<file path="src/rtl/cpu_ctrl_fsm.sv">
// Instruction sequencer for the simple RISC CPU: Moore FSM driving datapath, regfile, PC and memory strobes.
// Latency: strobes are registered alongside the state, so they always reflect the current state; 4-10 cycles per instruction.
// Backpressure: none; the sequencer advances every cycle, and memory is assumed to answer within the fixed READ/WRITE slots.
// Optional HALT instruction (111/00) is enabled by defining CPU_CTRL_HALT_EN.
module cpu_ctrl_fsm #(
    parameter int STATE_W = 5
) (
    input  logic               clk,
    input  logic               reset,
    input  logic [2:0]         opcode,
    input  logic [1:0]         op,
    output logic               load_ir,
    output logic               load_pc,
    output logic               reset_pc,
    output logic               addr_sel,
    output logic               load_addr,
    output logic [1:0]         mem_cmd,
    output logic [2:0]         nsel,
    output logic [1:0]         vsel,
    output logic               write,
    output logic               loada,
    output logic               loadb,
    output logic               loadc,
    output logic               loads,
    output logic               asel,
    output logic               bsel,
    output logic               halted,
    output logic [STATE_W-1:0] state_dbg
);

    typedef enum logic [STATE_W-1:0] {
        RST, IF1, IF2, UPC, DEC, WIMM, GETA, GETB, SHFT, ALU,
        WRD, ADDR, LADR, MRD, WMEM, GETD, SHD, MWR
`ifdef CPU_CTRL_HALT_EN
        , HALT
`endif
    } state_t;

    localparam logic [2:0] OPC_MOV = 3'b110;
    localparam logic [2:0] OPC_ALU = 3'b101;
    localparam logic [2:0] OPC_LDR = 3'b011;
    localparam logic [2:0] OPC_STR = 3'b100;
`ifdef CPU_CTRL_HALT_EN
    localparam logic [2:0] OPC_HLT = 3'b111;
`endif
    localparam logic [1:0] OP_MOV_IMM = 2'b10;
    localparam logic [1:0] OP_CMP     = 2'b01;

    localparam logic [1:0] MEM_NONE  = 2'b00;
    localparam logic [1:0] MEM_READ  = 2'b01;
    localparam logic [1:0] MEM_WRITE = 2'b10;

    localparam logic [2:0] SEL_RN = 3'b001;
    localparam logic [2:0] SEL_RD = 3'b010;
    localparam logic [2:0] SEL_RM = 3'b100;

    localparam logic [1:0] WB_C     = 2'b00;
    localparam logic [1:0] WB_IMM8  = 2'b10;
    localparam logic [1:0] WB_MDATA = 2'b11;

    typedef struct packed {
        logic       load_ir;
        logic       load_pc;
        logic       reset_pc;
        logic       addr_sel;
        logic       load_addr;
        logic [1:0] mem_cmd;
        logic [2:0] nsel;
        logic [1:0] vsel;
        logic       write;
        logic       loada;
        logic       loadb;
        logic       loadc;
        logic       loads;
        logic       asel;
        logic       bsel;
        logic       halted;
    } ctrl_t;

    state_t state;
    state_t state_nxt;
    ctrl_t  ctrl;

    function automatic state_t next_state(input state_t st, input logic [2:0] oc, input logic [1:0] o);
        state_t nxt;
        nxt = RST;
        case (st)
            RST:  nxt = IF1;
            IF1:  nxt = IF2;
            IF2:  nxt = UPC;
            UPC:  nxt = DEC;
            DEC: begin
                // Unrecognised encodings retire as a NOP straight back to fetch.
                nxt = IF1;
                if (oc == OPC_MOV && o == OP_MOV_IMM)
                    nxt = WIMM;
                else if (oc == OPC_MOV && o == 2'b00)
                    nxt = GETB;
                else if (oc == OPC_ALU)
                    nxt = GETA;
                else if ((oc == OPC_LDR || oc == OPC_STR) && o == 2'b00)
                    nxt = GETA;
`ifdef CPU_CTRL_HALT_EN
                else if (oc == OPC_HLT && o == 2'b00)
                    nxt = HALT;
`endif
            end
            WIMM: nxt = IF1;
            GETA: nxt = (oc == OPC_ALU) ? GETB : ADDR;
            GETB: nxt = (oc == OPC_MOV) ? SHFT : ALU;
            SHFT: nxt = WRD;
            ALU:  nxt = (o == OP_CMP) ? IF1 : WRD;
            WRD:  nxt = IF1;
            ADDR: nxt = LADR;
            LADR: nxt = (oc == OPC_LDR) ? MRD : GETD;
            MRD:  nxt = WMEM;
            WMEM: nxt = IF1;
            GETD: nxt = SHD;
            SHD:  nxt = MWR;
            MWR:  nxt = IF1;
`ifdef CPU_CTRL_HALT_EN
            HALT: nxt = HALT;
`endif
            default: nxt = RST;
        endcase
        return nxt;
    endfunction

    function automatic ctrl_t decode(input state_t st);
        ctrl_t c;
        c = '0;
        case (st)
            RST: begin
                c.reset_pc = 1'b1;
                c.load_pc  = 1'b1;
            end
            IF1: begin
                c.addr_sel = 1'b1;
                c.mem_cmd  = MEM_READ;
            end
            IF2: begin
                c.addr_sel = 1'b1;
                c.mem_cmd  = MEM_READ;
                c.load_ir  = 1'b1;
            end
            UPC:  c.load_pc = 1'b1;
            WIMM: begin
                c.nsel  = SEL_RN;
                c.vsel  = WB_IMM8;
                c.write = 1'b1;
            end
            GETA: begin
                c.nsel  = SEL_RN;
                c.loada = 1'b1;
            end
            GETB: begin
                c.nsel  = SEL_RM;
                c.loadb = 1'b1;
            end
            SHFT, SHD: begin
                c.asel  = 1'b1;
                c.loadc = 1'b1;
            end
            ALU: begin
                c.loadc = 1'b1;
                c.loads = (op == OP_CMP);
            end
            WRD: begin
                c.nsel  = SEL_RD;
                c.vsel  = WB_C;
                c.write = 1'b1;
            end
            ADDR: begin
                c.bsel  = 1'b1;
                c.loadc = 1'b1;
            end
            LADR: c.load_addr = 1'b1;
            MRD:  c.mem_cmd = MEM_READ;
            WMEM: begin
                c.mem_cmd = MEM_READ;
                c.nsel    = SEL_RD;
                c.vsel    = WB_MDATA;
                c.write   = 1'b1;
            end
            GETD: begin
                c.nsel  = SEL_RD;
                c.loadb = 1'b1;
            end
            MWR:  c.mem_cmd = MEM_WRITE;
`ifdef CPU_CTRL_HALT_EN
            HALT: c.halted = 1'b1;
`endif
            default: c = '0;
        endcase
        return c;
    endfunction

    assign state_nxt = next_state(state, opcode, op);

    // Strobes are decoded from the state being entered, so registered outputs still track the current state.
    // ALU's loads bit depends on op, which is stable from DEC onward because IR only loads in IF2.
    always_ff @(posedge clk) begin
        if (reset) begin
            state <= RST;
            ctrl  <= decode(RST);
        end else begin
            state <= state_nxt;
            ctrl  <= decode(state_nxt);
        end
    end

    assign load_ir   = ctrl.load_ir;
    assign load_pc   = ctrl.load_pc;
    assign reset_pc  = ctrl.reset_pc;
    assign addr_sel  = ctrl.addr_sel;
    assign load_addr = ctrl.load_addr;
    assign mem_cmd   = ctrl.mem_cmd;
    assign nsel      = ctrl.nsel;
    assign vsel      = ctrl.vsel;
    assign write     = ctrl.write;
    assign loada     = ctrl.loada;
    assign loadb     = ctrl.loadb;
    assign loadc     = ctrl.loadc;
    assign loads     = ctrl.loads;
    assign asel      = ctrl.asel;
    assign bsel      = ctrl.bsel;
    assign halted    = ctrl.halted;
    assign state_dbg = state;

endmodule

</file>
<file path="config.mk">
export PLATFORM = sky130hd
export DESIGN_NAME = cpu_ctrl_fsm
export DESIGN_NICKNAME = d
export VERILOG_FILES = /design/src/rtl/cpu_ctrl_fsm.sv
export SDC_FILE = /design/constraint.sdc
export NUM_CORES = 1
export LEC_CHECK = 0
export BUFFER_PORTS_ARGS = -buffer_cell sky130_fd_sc_hd__buf_2
export CORE_MARGIN = 2
export CORE_UTILIZATION = 48
export CTS_BUF_LIST = sky130_fd_sc_hd__clkbuf_8
export DETAILED_ROUTE_END_ITERATION = 10
export HOLD_SLACK_MARGIN = 0.05
export PLACE_DENSITY = 0.77
export SLEW_MARGIN = 30
export SYNTH_ARGS = -nofsm -noshare
export SYNTH_HDL_FRONTEND = slang
export SYNTH_SLANG_ARGS = --single-unit
</file>
<file path="constraint.sdc">
create_clock -name clk -period 1.75 [get_ports clk]
set_clock_uncertainty 0.2 [all_clocks]
set_input_delay 0.35 -clock clk [delete_from_list [all_inputs] [get_ports clk]]
set_output_delay 0.35 -clock clk [all_outputs]
set_load 0.005 [all_outputs]
</file>
== Word level (Yosys, flattened, before mapping) ==
Cells that the tools add are included.
W data, S select, Z words.
Storage, ports and cells
  bits in latches: 0
  register bits after elaboration: 25
  logic and storage cells: 96
  memories: 0
  bits in read-only memories: 0
  bits in writable memories: 0
  bits of input ports: 7
  output and inout port bits: 25
Operators by class
  reductions and logical operators: 17
  magnitude comparators: 0
  add/sub/neg operators: 0
  div/mod/pow operators: 0
  $mul: 0
  mux-type cells: 22
  bitwise logic cells: 1
  shift operators: 0
  equal/unequal tests: 39
Operators with widths (count)
  $eq A5 B4 Y1 const B: 16
  $pmux W5 S14: 1
  $eq A5 B3 Y1 const B: 7
  $eq A5 B2 Y1 const B: 4
  $eq A5 B5 Y1 const B: 4
  $pmux W3 S3: 2
  $mux W3: 4
  $reduce_or A2 Y1: 6
  $mux W1: 11
  $eq A5 B1 Y1 const B: 2
  $logic_not A5 Y1: 2
  $eq A3 B3 Y1 const B: 3
  $mux W4: 2
  $reduce_or A4 Y1: 2
  $reduce_or A5 Y1: 1
  $pmux W2 S2: 1
  $eq A3 B2 Y1 const B: 1
  $logic_and A1 B1 Y1: 3
  $reduce_or A3 Y1: 1
  $eq A2 B1 Y1 const B: 1
  $eq A2 B2 Y1 const B: 1
  $logic_not A2 Y1: 1
  $mux W2: 1
  $logic_or A1 B1 Y1: 1
  $not A1 Y1: 1

== Depth between registers and ports, before layout ==
Gate-level depths: netlist (run 1).
  word-level depth: 11
  gate-level depth with buffers: 7
  mapped depth without buffers: 6

== Worst setup path before layout (run 1) ==
OpenSTA, ideal clock, no wires.
  kind: in2reg
  from: input port opcode[0]
  to: register ctrl (netlist bit nsel[1])
  library setup time: 103 ps
  setup slack: -110 ps
  stages: 7
  buffers on the path: 1
  required time: 1447 ps
  arrival: 1557 ps
  cells stage by stage: buf_2 nand3b_1 a2bb2oi_1 or3_1 nand2_1 a21oi_1 a2111oi_2
On the way
  longest elaborated chain between the ends: 11
  elaborated cells on any way between the ends: 25
  classes of those cells: 10 x eq/ne; 9 x mux; 6 x reduce/logical
Ends and longest elaborated chain
  start, declared: RTL line 10  | input logic [2:0] opcode,
  $eq A3 B2 Y1 / $eq A3 B3 Y1 (equally long branches): RTL line 101, 115
  $logic_or A1 B1 Y1: RTL line 101  | else if ((oc == OPC_LDR || oc == OPC_STR) && o == 2'b00)
  $logic_and A1 B1 Y1: RTL line 101
  $mux W3: RTL line 101
  $mux W3: RTL line 99  | else if (oc == OPC_ALU)
  $mux W3: RTL line 97  | else if (oc == OPC_MOV && o == 2'b00)
  $mux W3: RTL line 95  | if (oc == OPC_MOV && o == OP_MOV_IMM)
  $pmux W5 S14 *: RTL line 87  | case (st)
  $eq A5 B4 Y1 / $eq A5 B3 Y1 (equally long branches): RTL line 132  | case (st)
  $reduce_or A3 Y1 (no source line) / $reduce_or A2 Y1 (equally long branches)
  $pmux W3 S3 *: RTL line 132
  end signal, assigned: RTL line 205  | ctrl <= decode(RST);
  end signal, assigned: RTL line 208  | ctrl <= decode(state_nxt);
  end, declared: RTL line 82  | ctrl_t ctrl;
Mark *: on every way between the ends. The rest lies on a longest branch, timed or not.
A chain may end at the register's enable or synchronous reset.

== Worst setup path in the final report (run 1) ==
  from: register state[3], in the netlist state_dbg[3]
  to: register ctrl (netlist bit nsel[0])
On the way
  longest elaborated chain between the ends: 6
  elaborated cells on any way between the ends: 29
  classes of those cells: 23 x eq/ne; 2 x mux; 4 x reduce/logical
Ends and longest elaborated chain
  start, declared: RTL line 80  | state_t state;
  start signal, assigned: RTL line 207  | state <= state_nxt;
  $eq A5 B5 Y1, or another cell as far along: RTL line 87
  $reduce_or A5 Y1 (no source line)
  $pmux W5 S14 *: RTL line 87
  $eq A5 B4 Y1 / $eq A5 B3 Y1 (equally long branches): RTL line 132
  $reduce_or A3 Y1 (no source line) / $reduce_or A2 Y1 (equally long branches)
  $pmux W3 S3 *: RTL line 132
Marked as above.

==> results of run 1 <==
[final cells by class]
| cell class | instances | share of cell area [%] |
|---|---|---|
| Multi-Input combinational cell | 98 | 42.2 |
| Tap cell | 28 | 1.95 |
| Timing Repair Buffer | 68 | 25.3 |
| Clock buffer | 3 | 2.30 |
| Sequential cell | 24 | 27.4 |
| Inverter | 4 | 0.835 |
[power breakdown]
group	switching, mW	internal, mW	total (mW)
Sequential	0.0786	0.636	0.715
Combinational	0.635	0.645	1.28
Clock	0.159	0.154	0.313
Total	0.873	1.44	2.31
[routing by layer]
metal	routed length [um]	vias up
li1	-	599
met4	78	0
met3	171	10
met1	1430	592
met2	1760	44
met5	0	-
[logic make-up after synthesis]
| family | share of synthesized area [%] |
|---|---|
| AO/OA/AOI/OAI | 17.4 |
| XOR/XNOR | 1.48 |
| buffers and inverters | 4.76 |
| flip-flops | 40.6 |
| multiplexers | 0.847 |
| other | 0.317 |
| AND/OR/NAND/NOR | 34.6 |
[critical path: cells and delay by family (launching register included)]
kind                   cells  cell delay (ps)
XOR/XNOR                   1              220
flip-flops                 1              380
AO/OA/AOI/OAI              2              330
buffers and inverters      2              300
AND/OR/NAND/NOR            3              320
[cells in the mapped netlist (all sizes together) (2+ instances only)]
library cell  number
nor2              16
o21bai             2
nand3b             4
o21ai              5
nand4              2
nor2b              4
nor3b              4
nor3              11
nand2             13
dfxtp             24
inv                4
nand2b             6
buf                7
nand4b             2
a21oi              5
a31oi              2
nand4bb            2
[worst min-delay path by stage]
stage                      from      endpoint  slack (ps)  depth (start not counted)
final                     op[0]         loads         220                          2
after detailed placement  reset  state_dbg[3]         480                          2
after CTS                 op[0]         loads         220                          2
after global routing      op[0]         loads         220                          2
after floorplan           reset       nsel[1]         220                          1
after global placement    reset  state_dbg[3]         470                          2
[sequential cells by signal (all words and copies together) (netlist names), 2 cells and up]
register	count
state_dbg	5
nsel	3
mem_cmd	2
vsel	2
[cells in the final DEF, fill, tap and decap left out, types with 2 or more instances in the layout]
master | netlist | routed
nand4b_1 | 2 | 2
a21oi_1 | 4 | 2
nand2b_1 | 6 | 3
buf_6 | 0 | 5
o21ai_1 | 2 | 3
dfxtp_4 | 0 | 3
o21bai_1 | 2 | 2
nand4bb_1 | 2 | 2
buf_4 | 1 | 33
nor3_2 | 1 | 4
nand2b_4 | 0 | 3
dfxtp_1 | 24 | 20
nand3b_1 | 4 | 4
a21oi_2 | 0 | 2
inv_1 | 4 | 4
nor3b_2 | 1 | 3
clkbuf_8 | 0 | 3
nand4_1 | 2 | 2
nor2_2 | 1 | 4
nor2b_1 | 4 | 4
nor2_1 | 15 | 11
nor3_1 | 10 | 6
nand2_1 | 13 | 12
buf_2 | 6 | 30
[timing repair]
action | 4_1_cts | 5_1_grt
cloned | 0 | 0
setup endpoints to repair | 17 | 19
buffers inserted | 2 | 2
resized for setup | 20 | 10
pin swaps | 5 | 3
==> impl_metrics.yaml, run 1 <==
clock_network:
  hold_buffers: 0
  numCtsBuffers: 3
  insertion_delay_ps: 260
  root_buffer: "clkbuf_8"
  cts.clk_slew.worst_paths_ps: 80
  h-tree-depth: 1
  cts_tree: "done"
  cts.sinks: 24
  cts.path.max_buffers: 2
hold_path:
  worstHoldPathType: "input pin to flop"
power_and_ir_drop:
  power_mw: 2.31
  peakVddDrop_mv: 1.35
  leakage_nw: 0.821
  p_per_area_mw_per_mm2: 1280
floorplan:
  fp.dieH_um: 53.6
  rows: 17
  placeableCoreArea_mm2: 0.00228
  initial_utilization_pct: 52.0
  die_w_um: 53.6
  die_area_mm2: 0.00288
  ios: 32
sta:
  hold_viol_final: 0
  finalCritPeriodShare_pct: 107
  slew_viol_final: 0
  setup_tns_ps: -1010
  setup_ws_ps: -116
  hold_slack_ps: 218
  rsz0062_at_grt: "true"
  period_minus_slack_ps: 1870
  setup_viol: 14
  fmax_mhz: 536
setup_path:
  critPathLaunch: "state_dbg[3]"
  path_cells: "buf_4 -> nor2_1 -> nand2_1 -> a211oi_2 -> a21oi_4 -> buf_4 -> xnor2_2 -> nor2_1"
  crit_path_start_kind: "flop"
  worstSetupEndpoint: "nsel[0]"
  cp.arrival_ps: 1810
  r2r_slack_ps: -120
  rr_startpoint: "state_dbg[3]"
  crit_type: "flop to flop"
  cp_data_required_time_ps: 1700
  r2r-end: "nsel[0]"
  crit_fanout: 7
  cpPeakStageDelay_ps: 380
  reg2reg_depth: 8
  crit_path_end_kind: "flop"
  crit_slowest_cell: "dfxtp_4"
route:
  wire_per_inst_um: 15.3
  ant_nets: 0
  wl_um: 3440
  via_per_inst: 5.53
  drtIter0Drc: 20
  drcViolationCount: 0
  drt_pass1_iterations: 4
  vias: 1245
global_routing:
  grt_use_met1_pct: 32.9
  first_global_vias: 1211
  grt_pass1_wl_um: 5450
  use_met2_pct: 43.8
  grtUsageMet3_pct: 4.44
  antenna_found_initial: 0
  globalRouteOverflowTotal: 0
  grt-busiest-layer: "met2"
  grt_max_degree: 16
  grt_usage_pct: 25.9
cells_and_area:
  final_core_util_pct: 79.0
  area.growth.synth_to_final_pct: 52.1
  regArea_um2: 493
  nNetsFinal: 206
  final_cells: 225
  multi_input_area_um2: 759
  diodes: 0
  finalInstanceArea_mm2: 0.00180
  nFillCells: 140
  drive_gt1_share_pct: 52.8
synthesis:
  synth_top_area_share_pct: 40.6
  mappedNetlistArea_mm2: 0.00118
  synth_top_cell_by_area: "dfxtp_1"
  synth.distinct_cells: 46
  syn-instance-count: 134
  synthArstFlopShare_pct: 0
  ys_seq_area_share_pct: 40.6
  ys_ff_latch: 24
  synth-main-ff-cell: "dfxtp_1"
  syn_nets: 141
  synth_edf_count: 0
  yosys_warnings: 0
  synth.avg_cell_area_um2: 8.82
  synthTopCellsByArea: "dfxtp_1 41%, nor2_1 4.8%, nor3_1 4.2%, nand2_1 4.1%, nand2b_1 3.2%"
place:
  dp_hpwl_um: 2440
  gp_congestion: 0.902
  dpl_cell_area_mm2: 0.00161
  io_buffers: 30
  dp.cells: 218
  pre_cts_ws_ps: -349
status:
  violations: "negative setup slack"
  status: "finished with violations"
run:
  maxCapViolCount: 0
(Power assumes the default switching activity.)
==> run 2, diff against run 1 <==
--- a/config.mk
+++ b/config.mk
@@ -5,7 +5,8 @@
 export SDC_FILE = /design/constraint.sdc
 export NUM_CORES = 1
 export LEC_CHECK = 0
-export BUFFER_PORTS_ARGS = -buffer_cell sky130_fd_sc_hd__buf_2
+export BUFFER_PORTS_ARGS = -buffer_cell sky130_fd_sc_hd__buf_4
+export CAP_MARGIN = 30
 export CORE_MARGIN = 2
 export CORE_UTILIZATION = 48
 export CTS_BUF_LIST = sky130_fd_sc_hd__clkbuf_8
==> impl_metrics.yaml, run 2 (same netlist as run 1, synthesis figures left out) <==
power_and_ir_drop:
  p_per_area_mw_per_mm2: 1410
  clock_power_share_pct: 12.7
  p_int_mw: 1.79
  leakage_nw: 0.910
  p_comb_share_pct: 62.5
  peakVddDrop_mv: 1.31
  power_mw: 2.96
  p_seq_share_pct: 24.8
  swShare_pct: 39.6
  switchingPower_mw: 1.17
floorplan:
  initial_utilization_pct: 52.0
  fp.dieH_um: 53.6
  ios: 32
  rows: 17
  placeableCoreArea_mm2: 0.00228
  die_w_um: 53.6
  die_area_mm2: 0.00288
route:
  drtIter0Drc: 78
  drt_pass1_iterations: 5
  vias: 1436
  wl_um: 5080
  via_per_inst: 6.08
  wire_per_inst_um: 21.5
  drcViolationCount: 0
  ant_nets: 0
place:
  gp_congestion: 0.927
  io_buffers: 30
  dp_hpwl_um: 2440
global_routing:
  antenna_found_initial: 0
  grt_pass1_wl_um: 5840
  grt_max_degree: 16
  grt_usage_pct: 28.5
  globalRouteOverflowTotal: 0
  first_global_vias: 1276
hold_path:
  hold_depth: 2
  worstHoldPathType: "input pin to flop"
setup_path:
  crit_type: "input pin to flop"
  cp_data_required_time_ps: 1710
  reg2reg_depth: 7
  crit_fanout: 5
  cp.arrival_ps: 2100
  crit_path_end_kind: "flop"
  crit_path_start_kind: "input pin"
status:
  violations: "negative setup slack"
  status: "finished with violations"
clock_network:
  root_buffer: "clkbuf_8"
  numCtsBuffers: 3
  cts.path.max_buffers: 2
  cts_tree: "done"
  insertion_delay_ps: 270
  hold_buffers: 0
  cts.clk_slew.worst_paths_ps: 80
  cts.sinks: 24
  h-tree-depth: 1
cells_and_area:
  nNetsFinal: 216
  layout_commonest_cell: "buf_4"
  final_cell_mix: "69 x buf_4, 19 x dfxtp_1, 11 x nor2_1"
  area.growth.synth_to_final_pct: 78.2
  diodes: 0
  final_core_util_pct: 92.6
  drive_gt1_share_pct: 62.5
  largest_reg_flops: 5
sta:
  fmax_mhz: 468
  setup_viol: 19
  slew_viol_final: 0
  setup_ws_ps: -385
  finalCritPeriodShare_pct: 122
  hold_viol_final: 0
  period_minus_slack_ps: 2130
  rsz0062_at_grt: "true"
run:
  maxCapViolCount: 0
==> run 2: changes by cell type in the layout (fill, tap and decap cells not counted), moves of 2 or more <==
cell and change:
nand2_2 +3, nor2_4 +4, buf_4 +36, inv_2 +2, inv_1 -2, nor3_2 +3
nor3_1 -4, nor2_2 -4, buf_6 +3, buf_2 -30, nand2_1 -3
==> run 2: area by class of cell <==
| class | count | area [um2] |
|---|---|---|
| fill | 74 | 169 |
| clock buffer | 4 | 55.1 |
| sequential | 24 | 497 |
| tap | 28 | 35.0 |
| multi-input combinational | 98 | 882 |
| inverter | 4 | 15.0 |
| timing repair buffer | 78 | 623 |
==> run 2: through the flow <==
stage | hold slack, ps | area, um2 | setup WS (ps) | setup TNS, ps | cells
after global placement | 423 | 1710 | -255 | -2640 | 222
after global routing | 172 | 2110 | -312 | -3340 | 236
after floorplan | 219 | 1220 | -31.0 | -162 | 134
final | 179 | 2110 | -385 | -3530 | 236
after detailed placement | 432 | 1710 | -294 | -3750 | 222
after CTS | 148 | 1880 | -86.2 | -428 | 228
==> run 2: path summary, 6_finish.rpt <==
| path | from | slack, ps | end |
|---|---|---|---|
| max | opcode[2] | -380 | nsel[1] |
| min | reset | 180 | state_dbg[0] |
| max reg2reg | state_dbg[1] | -220 | nsel[1] |
| min reg2reg | state_dbg[4] | 530 | reset_pc |
==> run 2: timing repair <==
action	4_1_cts	5_1_grt
endpoints found under the hold margin	0	0
endpoints found under the setup margin	17	19
cloned	0	0
resized for setup	25	37
setup buffers	2	9
pin swaps	11	16
==> run 2: critical path: stages <==
cell and delay [ps]:
buf_4 80, buf_4 110, nor2b_1 280, o21ai_0 220, a21o_1 290, a41o_1 290
buf_6 150, a2111oi_4 320
==> run 2: per-layer routing <==
| metal | track usage (%) | part of all wire (%) | routed length [um] | vias to the layer above |
|---|---|---|---|---|
| met5 | 0 | 0 | 0 | - |
| met4 | 13.7 | 5.4 | 274 | 0 |
| met3 | 6.67 | 7.8 | 397 | 35 |
| met2 | 50.0 | 49 | 2510 | 104 |
| met1 | 32.4 | 37 | 1900 | 678 |
| li1 | - | - | - | 619 |
==> run 2: power by group through the flow <==
stage                     Combinational (mW)  Clock [mW]  Sequential, mW
after floorplan                        0.655           0           0.677
after global placement                  1.09           0           0.701
after detailed placement                1.11           0           0.703
after CTS                               1.29       0.375           0.713
after global routing                    1.90       0.410           0.741
final                                   1.85       0.375           0.734
